## src/rtl/ne16_scale_ctrl_if.sv

```systemverilog
// Scale-stream bundle between the NE16 scale controller and its datapath.
// The controller owns enable/shift/invert; the datapath reports valid/ready.
interface ne16_scale_ctrl_if #(
  parameter int N_SHIFTS = 8
);
  logic                        beat_valid_i;
  logic                        beat_ready_i;
  logic                        enable_o;
  logic [$clog2(N_SHIFTS)-1:0] shift_sel_o;
  logic                        invert_o;

  modport master (
    input  beat_valid_i,
    input  beat_ready_i,
    output enable_o,
    output shift_sel_o,
    output invert_o
  );

  modport slave (
    output beat_valid_i,
    output beat_ready_i,
    input  enable_o,
    input  shift_sel_o,
    input  invert_o
  );
endinterface

```

## src/rtl/ne16_scale_ctrl.sv

```systemverilog
// NE16 scale controller: walks weight bit-planes per group and counts groups.
// Drives shift/invert selection to the scale datapath from registers only.
module ne16_scale_ctrl #(
  parameter int N_SHIFTS = 8,
  parameter int CNT_W    = 16
) (
  input  logic                          clk_i,
  input  logic                          rst_ni,
  input  logic                          clear_i,
  input  logic                          start_i,
  input  logic [$clog2(N_SHIFTS):0]     qw_i,
  input  logic                          signed_i,
  input  logic [CNT_W-1:0]              n_iter_i,
  ne16_scale_ctrl_if.master             scale,
  output logic                          busy_o,
  output logic                          done_o,
  output logic [CNT_W-1:0]              iter_cnt_o
);

  localparam int SEL_W = $clog2(N_SHIFTS);
  localparam int QW_W  = SEL_W + 1;

  localparam logic [1:0] S_IDLE = 2'd0;
  localparam logic [1:0] S_RUN  = 2'd1;
  localparam logic [1:0] S_DONE = 2'd2;

  logic [1:0]       state_d, state_q;
  logic [SEL_W-1:0] bit_cnt_d, bit_cnt_q;
  logic [CNT_W-1:0] iter_cnt_d, iter_cnt_q;
  logic [QW_W-1:0]  qw_d, qw_q;
  logic             signed_d, signed_q;
  logic [CNT_W-1:0] n_iter_d, n_iter_q;

  logic [QW_W-1:0]  qw_sat;
  logic [QW_W-1:0]  qw_last;
  logic             bit_last;
  logic             beat;
  logic [CNT_W-1:0] iter_inc;

  // Out-of-range widths clamp into 1..N_SHIFTS so the bit walk always ends.
  always_comb begin
    qw_sat = qw_i;
    if (qw_i == '0) begin
      qw_sat = QW_W'(1);
    end else if (qw_i > QW_W'(N_SHIFTS)) begin
      qw_sat = QW_W'(N_SHIFTS);
    end
  end

  assign qw_last  = qw_q - QW_W'(1);
  assign bit_last = ({1'b0, bit_cnt_q} == qw_last);
  assign beat     = (state_q == S_RUN) &
                    scale.beat_valid_i &
                    scale.beat_ready_i;
  assign iter_inc = iter_cnt_q + CNT_W'(1);

  always_comb begin
    state_d    = state_q;
    bit_cnt_d  = bit_cnt_q;
    iter_cnt_d = iter_cnt_q;
    qw_d       = qw_q;
    signed_d   = signed_q;
    n_iter_d   = n_iter_q;
    if (clear_i) begin
      state_d    = S_IDLE;
      bit_cnt_d  = '0;
      iter_cnt_d = '0;
      qw_d       = '0;
      signed_d   = 1'b0;
      n_iter_d   = '0;
    end else begin
      unique case (state_q)
        S_IDLE: begin
          if (start_i) begin
            qw_d       = qw_sat;
            signed_d   = signed_i;
            n_iter_d   = n_iter_i;
            bit_cnt_d  = '0;
            iter_cnt_d = '0;
            state_d    = (n_iter_i == '0) ? S_DONE : S_RUN;
          end
        end
        S_RUN: begin
          if (beat) begin
            if (bit_last) begin
              bit_cnt_d  = '0;
              iter_cnt_d = iter_inc;
              if (iter_inc == n_iter_q) begin
                state_d = S_DONE;
              end
            end else begin
              bit_cnt_d = bit_cnt_q + SEL_W'(1);
            end
          end
        end
        S_DONE:  state_d = S_IDLE;
        default: state_d = S_IDLE;
      endcase
    end
  end

  always_ff @(posedge clk_i or negedge rst_ni) begin
    if (!rst_ni) begin
      state_q    <= S_IDLE;
      bit_cnt_q  <= '0;
      iter_cnt_q <= '0;
      qw_q       <= '0;
      signed_q   <= 1'b0;
      n_iter_q   <= '0;
    end else begin
      state_q    <= state_d;
      bit_cnt_q  <= bit_cnt_d;
      iter_cnt_q <= iter_cnt_d;
      qw_q       <= qw_d;
      signed_q   <= signed_d;
      n_iter_q   <= n_iter_d;
    end
  end

  assign scale.enable_o    = (state_q == S_RUN);
  assign scale.shift_sel_o = bit_cnt_q;
  assign scale.invert_o    = signed_q & bit_last;
  assign busy_o            = (state_q == S_RUN);
  assign done_o            = (state_q == S_DONE);
  assign iter_cnt_o        = iter_cnt_q;

endmodule

```

## src/flat_wrapper.sv

```systemverilog
// flat-port wrapper written by rule: the top's interface ports become plain ports
module ne16_scale_ctrl_flat 
#(
  parameter int N_SHIFTS = 8,
  parameter int CNT_W    = 16
)
  (clk_i, rst_ni, clear_i, start_i, qw_i, signed_i, n_iter_i, busy_o, done_o, iter_cnt_o, scale_beat_valid_i, scale_beat_ready_i, scale_enable_o, scale_shift_sel_o, scale_invert_o);
  ne16_scale_ctrl_if #(.N_SHIFTS(N_SHIFTS)) scale_i ();
  input  logic clk_i;
  input  logic rst_ni;
  input  logic clear_i;
  input  logic start_i;
  input  logic [$clog2(N_SHIFTS):0] qw_i;
  input  logic signed_i;
  input  logic [CNT_W-1:0] n_iter_i;
  output logic busy_o;
  output logic done_o;
  output logic [CNT_W-1:0] iter_cnt_o;
  input wire logic [$bits(scale_i.beat_valid_i)-1:0] scale_beat_valid_i;
  input wire logic [$bits(scale_i.beat_ready_i)-1:0] scale_beat_ready_i;
  output wire logic [$bits(scale_i.enable_o)-1:0] scale_enable_o;
  output wire logic [$bits(scale_i.shift_sel_o)-1:0] scale_shift_sel_o;
  output wire logic [$bits(scale_i.invert_o)-1:0] scale_invert_o;
  assign scale_i.beat_valid_i = scale_beat_valid_i;
  assign scale_i.beat_ready_i = scale_beat_ready_i;
  assign scale_enable_o = scale_i.enable_o;
  assign scale_shift_sel_o = scale_i.shift_sel_o;
  assign scale_invert_o = scale_i.invert_o;
  ne16_scale_ctrl #(.N_SHIFTS(N_SHIFTS), .CNT_W(CNT_W)) u_core (.clk_i(clk_i), .rst_ni(rst_ni), .clear_i(clear_i), .start_i(start_i), .qw_i(qw_i), .signed_i(signed_i), .n_iter_i(n_iter_i), .scale(scale_i), .busy_o(busy_o), .done_o(done_o), .iter_cnt_o(iter_cnt_o));
endmodule
```

## config.mk

```make
export PLATFORM = sky130hd
export DESIGN_NAME = ne16_scale_ctrl_flat
export DESIGN_NICKNAME = d
export VERILOG_FILES = /design/src/rtl/ne16_scale_ctrl_if.sv /design/src/rtl/ne16_scale_ctrl.sv /design/src/flat_wrapper.sv
export SDC_FILE = /design/constraint.sdc
export NUM_CORES = 1
export LEC_CHECK = 0
export CAP_MARGIN = 10
export CELL_PAD_IN_SITES_DETAIL_PLACEMENT = 0
export CELL_PAD_IN_SITES_GLOBAL_PLACEMENT = 1
export CORE_MARGIN = 2
export CORE_UTILIZATION = 35
export CTS_BUF_LIST = sky130_fd_sc_hd__clkbuf_8 sky130_fd_sc_hd__clkbuf_16
export DETAILED_ROUTE_END_ITERATION = 8
export GPL_ROUTABILITY_DRIVEN = 1
export PLACE_DENSITY_LB_ADDON = 0.1
export SYNTH_ARGS = -nofsm -noshare
export SYNTH_HDL_FRONTEND = slang
export SYNTH_SLANG_ARGS = --single-unit
```

## constraint.sdc

```tcl
create_clock -name clk_i -period 2.4 [get_ports clk_i]
set_input_delay 0.36 -clock clk_i [delete_from_list [all_inputs] [get_ports clk_i]]
set_output_delay 0.36 -clock clk_i [all_outputs]
set_load 0.01 [all_outputs]
```

# Yosys cells after proc, flatten, opt, wreduce, memory -nomap -nowiden
# Index checks and enable logic that the tools add are counted.
[totals] regBits=42 inputBits=27 out_inout_bits=23 wordCells=59
[classes] addsub=3 magnitude_cmp=1 eq_ne=8 mux=28 n_bitwise=3 n_reduce_logical=10
[ops] cell="$mux 16" n=7
[ops] cell="$pmux 16 s2" n=1
[ops] cell="$mux 4" n=5
[ops] cell="$add 16x1->16 const B" n=1
[ops] cell="$eq 16x16->1" n=1
[ops] cell="$logic_not 16->1" n=1
[ops] cell="$mux 2" n=6
[ops] cell="$mux 3" n=4
[ops] cell="$ne 3x2->1 const B" n=3
[ops] cell="$reduce_and 4->1" n=2
[ops] cell="$pmux 3 s2" n=1
[ops] cell="$eq 3x4->1" n=1
[ops] cell="$gt 4x4->1 const B" n=1
[ops] cell="$logic_not 4->1" n=1
[ops] cell="$pmux 2 s2" n=1
[ops] cell="$reduce_bool 2->1" n=2
[ops] cell="$sub 4x1->4 const B" n=1
[ops] cell="$add 3x1->3 const B" n=1
[ops] cell="$and 1x1->1" n=3
[ops] cell="$mux 1" n=3
[ops] cell="$ne 3x3->1 const B" n=1
[ops] cell="$reduce_and 3->1" n=1
[ops] cell="$reduce_bool 3->1" n=1
[ops] cell="$eq 2x1->1 const B" n=1
[ops] cell="other kinds (3)" n=3

# Longest topological paths before layout
[logic_depth] word_depth=7 depth_mapped=9

# Least setup slack after synthesis
# No wires, ideal clock.
[synth_timing] path_type="reg2reg" startpoint="register u_core.qw_q[0]" endpoint="register u_core.iter_cnt_q[9] (netlist: u_core.iter_cnt_o[9])" setup_time_ns=0.096 arrival_time_ns=2.314 required_ns=2.304 slack_ns=-0.009 stages_incl_launch_ff=10 synth_period_minus_slack_ns=2.409 cell_sequence="dfrtp_1 -> inv_1 -> ha_1 -> xor2_1 -> or4b_1 -> a211oi_2 -> o22ai_2 -> or2_0 -> buf_2 -> o31ai_1"
[synth_between] elab_chain_cells=4
[synth_rtl] element="from (decl)" line_no="ne16_scale_ctrl.sv:30" source="logic [QW_W-1:0] qw_d, qw_q;"
[synth_rtl] element="from (signal assigned)" line_no="ne16_scale_ctrl.sv:114" source="qw_q <= qw_d;"
[synth_rtl] element="$sub 4x1->4" line_no="ne16_scale_ctrl.sv:50" source="assign qw_last = qw_q - QW_W'(1);"
[synth_rtl] element="$eq 3x4->1" line_no="ne16_scale_ctrl.sv:51" source="assign bit_last = ({1'b0, bit_cnt_q} == qw_last);"
[synth_rtl] element="$ne 3x2->1 (no line)"
[synth_rtl] element="$reduce_and 4->1 (no line)"
[synth_rtl] element="to (signal assigned)" line_no="ne16_scale_ctrl.sv:113" source="iter_cnt_q <= iter_cnt_d;"
[synth_rtl] element="to (decl)" line_no="ne16_scale_ctrl.sv:29" source="logic [CNT_W-1:0] iter_cnt_d, iter_cnt_q;"
# Every way passes these cells.
# A chain may end at the register's enable or synchronous reset.

# Final worst setup path
[layout_timing] startpoint="register u_core.qw_q[0]" endpoint="output port scale_invert_o"
[layout_between] elab_chain_cells=3
[layout_rtl] element="$sub 4x1->4" line_no="ne16_scale_ctrl.sv:50"
[layout_rtl] element="$eq 3x4->1" line_no="ne16_scale_ctrl.sv:51"
[layout_rtl] element="$and 1x1->1" line_no="ne16_scale_ctrl.sv:122" source="assign scale.invert_o = signed_q & bit_last;"
[layout_rtl] element="to (decl)" line_no="flat_wrapper.sv:23" source="output wire logic [$bits(scale_i.invert_o)-1:0] scale_invert_o;"
# Every way passes these cells.

==> flow_summary_export.csv <==
group,metric,value,unit
logic_synthesis,syn_nets,302,
detailed_routing,vias,2408,
floorplanning,start_util,36.48,%
status,run_status,"finished, violations left",
worst_setup_path,worstPathBufferInverterCount,3,
logic_synthesis,synth_top_family_by_area,"simple AND/OR/NAND/NOR gates",
worst_setup_path,path_max_fanout,2,
grt,grt_overflow,0,
worst_setup_path,reg2reg_to,"u_core.state_q[1]",
clock_tree,clockRootBuffer,"clkbuf_8",
worst_setup_path,crit_chain,"inv_1, ha_2, xor2_1, or4b_1, a211oi_2, buf_4, and2_4, buf_6",
logic_synthesis,synth-compound-area-share,21.57,%
placed_design,gp_congestion,0.8220,
floorplanning,die_y,88.62,um
logic_synthesis,synthAdderAreaFrac,1.498,%
cells_and_area,num_antenna_cells,0,
sta,finalCritPeriodShare,102.0,%
clock_tree,numCtsBuffers,5,
sta,fin_setup_tns,-0.05352,ns
worst_setup_path,path_delay_family,"simple AND/OR/NAND/NOR gates",
worst_setup_path,slowest_delay,0.48,ns
power,ir_worst_vdd,0.1859,mV
worst_setup_path,reg2reg_setup_slack,-0.01,ns
logic_synthesis,synthTopCellsByCount,"dfrtp_1 (42), o21ai_0 (30), nor2_1 (22), a22o_1 (20), nand2_1 (19)",
worst_setup_path,worst_setup_path_start_kind,"flop",
cells_and_area,final_layout_size_suffix_gt1_share,22.82,%
worst_setup_path,timing.rr.start,"u_core.qw_q[0]",
logic_synthesis,muxShareOfSynthArea,0.8487,%
logic_synthesis,ys_types,47,
sta,slew_viol_final,0,
sta,period_minus_slack,2.448,ns
detailed_routing,drc_errors,0,
detailed_routing,wl,7230,um
floorplanning,core.rowCount,30,
cells_and_area,finalNetCount,384,
logic_synthesis,synth.most_common_cell,"dfrtp_1",
logic_synthesis,netlist_instances,272,
floorplanning,io_pins,50,
status,violations,"negative setup slack",
sta,layout_setup_ws,-0.04782,ns
cells_and_area,fillerInstances,654,
sta,tightest_slew,0.7627,ns
logic_synthesis,ys_seq_elements,42,
sta,rsz0062_at_grt,"yes",
clock_tree,cts_tree,"done",
run,max_cap_violations,0,
worst_setup_path,cp-end-kind,"primary output",
detailed_routing,drt_iter0_drc,85,
logic_synthesis,synth-simple-area-share,23.22,%
grt,grt_max_degree,28,
placed_design,portBuffers,49,
logic_synthesis,ys_seq_area_share,41.94,%
floorplanning,die-width,88.62,um
logic_synthesis,synth-xor-area-share,6.990,%
detailed_routing,routedWlPerCell,16.03,um
worst_setup_path,arrival,2.09,ns
logic_synthesis,yosysWarnings,0,
sta,fin_skew,0.002773,ns
worst_setup_path,crit_cells,8,
floorplanning,die_area,0.007854,mm^2
detailed_routing,ant_nets,0,
logic_synthesis,synth-async-reset-ratio,100.0,%
logic_synthesis,netlist.area_leader.share,41.94,%
logic_synthesis,syn_area_per_cell,9.214,um^2
clock_tree,cts_num_sinks,42,
clock_tree,clock_latency,0.29,ns
worst_setup_path,worst_r2r_path_depth,11,
logic_synthesis,syn_area,0.002506,mm^2
min_path,hold_path.class,"input port to async pin",
detailed_routing,first_pass_iters,5,
clock_tree,clock_tree.buffer_depth,2,
power,p_leak,1.568,nW
grt,grt_pass1_vias,2182,
power,powerDensity,429.8,mW/mm^2
logic_synthesis,synth_area_leaders,"dfrtp_1 (42%), a22o_1 (7.0%), o21ai_0 (6.0%), xnor2_1 (3.8%), nor2_1 (3.3%)",
placed_design,post-dp-hpwl,5465,um
cells_and_area,syn_to_final_growth,43.53,%
worst_setup_path,cpMaxStageDelayCell,"or4b_1",
grt,grt_antenna_before_repair,0,
worst_setup_path,crit_required,2.04,ns
logic_synthesis,post-synth-top-area-cell,"dfrtp_1",
sta,whs,0.09566,ns
sta,max_freq,0.4085,GHz
logic_synthesis,synth_ff_type,"dfrtp_1",
sta,slew-limit-headroom,48.96,%
floorplanning,core_area,0.006869,mm^2
logic_synthesis,synth-edff-count,0,
clock_tree,ctsHtreeMaxLevel,2,
grt,grt_util_all_layers,18.91,%
grt,grt_pass1_wl,11310,um
clock_tree,clk_pin_slew,0.08,ns
sta,finalSetupViolCount,2,
worst_setup_path,worstSetupPathType,"flop to primary output",
clock_tree,hold_buffers,0,
detailed_routing,drt-vias-per-instance,5.339,
sta,hold_viol_final,0,
==> worst max-delay path by stage <==
stage | start | endpoint | slack [ns]
2_1_floorplan | u_core.qw_q[0] | u_core.iter_cnt_o[9] | 0.03
3_5_place_dp | u_core.qw_q[0] | u_core.iter_cnt_o[0] | -0.13
6_report | u_core.qw_q[0] | scale_invert_o | -0.05
4_1_cts | u_core.qw_q[0] | scale_invert_o | -0.15
5_1_grt | u_core.qw_q[0] | scale_invert_o | -0.15
3_3_place_gp | u_core.qw_q[0] | scale_invert_o | -0.08
==> cell families after synthesis <==
kind of cell / count (synthesis)
buffers and inverters: 20
AND/OR/NAND/NOR: 104
AO/OA/AOI/OAI: 81
adder cells (fa/ha/maj): 3
flip-flops: 42
multiplexers: 2
XOR/XNOR: 20
==> layout by cell type (no fill, tap or decap), drive strengths merged, types with 9 or more instances in the layout <==
cell	Yosys	routed
clkdlybuf4s50	0	47
dfrtp	42	42
o21ai	30	30
xnor2	11	11
xor2	9	9
buf	9	43
a21oi	10	10
a22o	20	20
nand2	19	19
nor2	23	23
nand4	10	10
==> power breakdown <==
part	total, W	switching (W)	internal, W
clock	0.000451	0.000250	0.000201
sequential	0.000763	0.0000277	0.000735
combinational	0.000332	0.000161	0.000171
==> worst register-to-register path, stage by stage (launching register included) <==
cell and delay (ns):
dfrtp_1 0.36, inv_1 0.05, ha_2 0.16, xor2_1 0.16, or4b_1 0.48, a211oi_2 0.22
buf_4 0.17, buf_4 0.10, buf_6 0.08, nand4_1 0.08, or3_1 0.34, a21oi_1 0.13
==> cell type report <==
type / instances / area (um^2) / share of cell area (%)
Sequential cell: 42 / 1054 / 29.29
Multi-Input combinational cell: 210 / 1459 / 40.56
Clock buffer: 5 / 68.82 / 1.913
Timing Repair Buffer: 91 / 863.3 / 24.00
Inverter: 4 / 15.01 / 0.4174
Clock inverter: 3 / 17.52 / 0.4870
Tap cell: 96 / 120.1 / 3.339
==> layer usage <==
layer  share of wire, %  vias to the layer above  global-route usage [%]
li1                   -                     1174                       -
met1                 46                     1172                   26.80
met2                 49                       56                   30.19
met3                4.7                        6                   3.358
met4                1.0                        0                   4.270
met5                  0                        -                       0
==> state kept, by name, summed over array words and instances, names as in the netlist <==
register	count
u_core.state_q	2
u_core.scale.shift_sel_o	3
u_core.iter_cnt_o	16
u_core.n_iter_q	16
u_core.qw_q	4
u_core.signed_q	1
==> stage by stage <==
stage	power, W	worst slack, ns	instance area [um^2]	instances	utilization [%]
2_1_floorplan	0.0009064	0.02594	2506	272	-
3_3_place_gp	0.001054	-0.07571	3303	437	48.09
3_5_place_dp	0.001057	-0.1323	3303	437	48.09
4_1_cts	0.001548	-0.1466	3497	448	50.91
5_1_grt	0.001627	-0.1460	3597	451	52.37
6_report	0.001546	-0.04782	3597	451	52.37
==> what timing repair did <==
action | 4_1_cts | 5_1_grt
resized for setup | 43 | 14
endpoints found under the setup margin | 17 | 20
gates cloned | 1 | 1
pin swaps | 12 | 5
buffers inserted | 3 | 2
(Power assumes the default switching activity.)
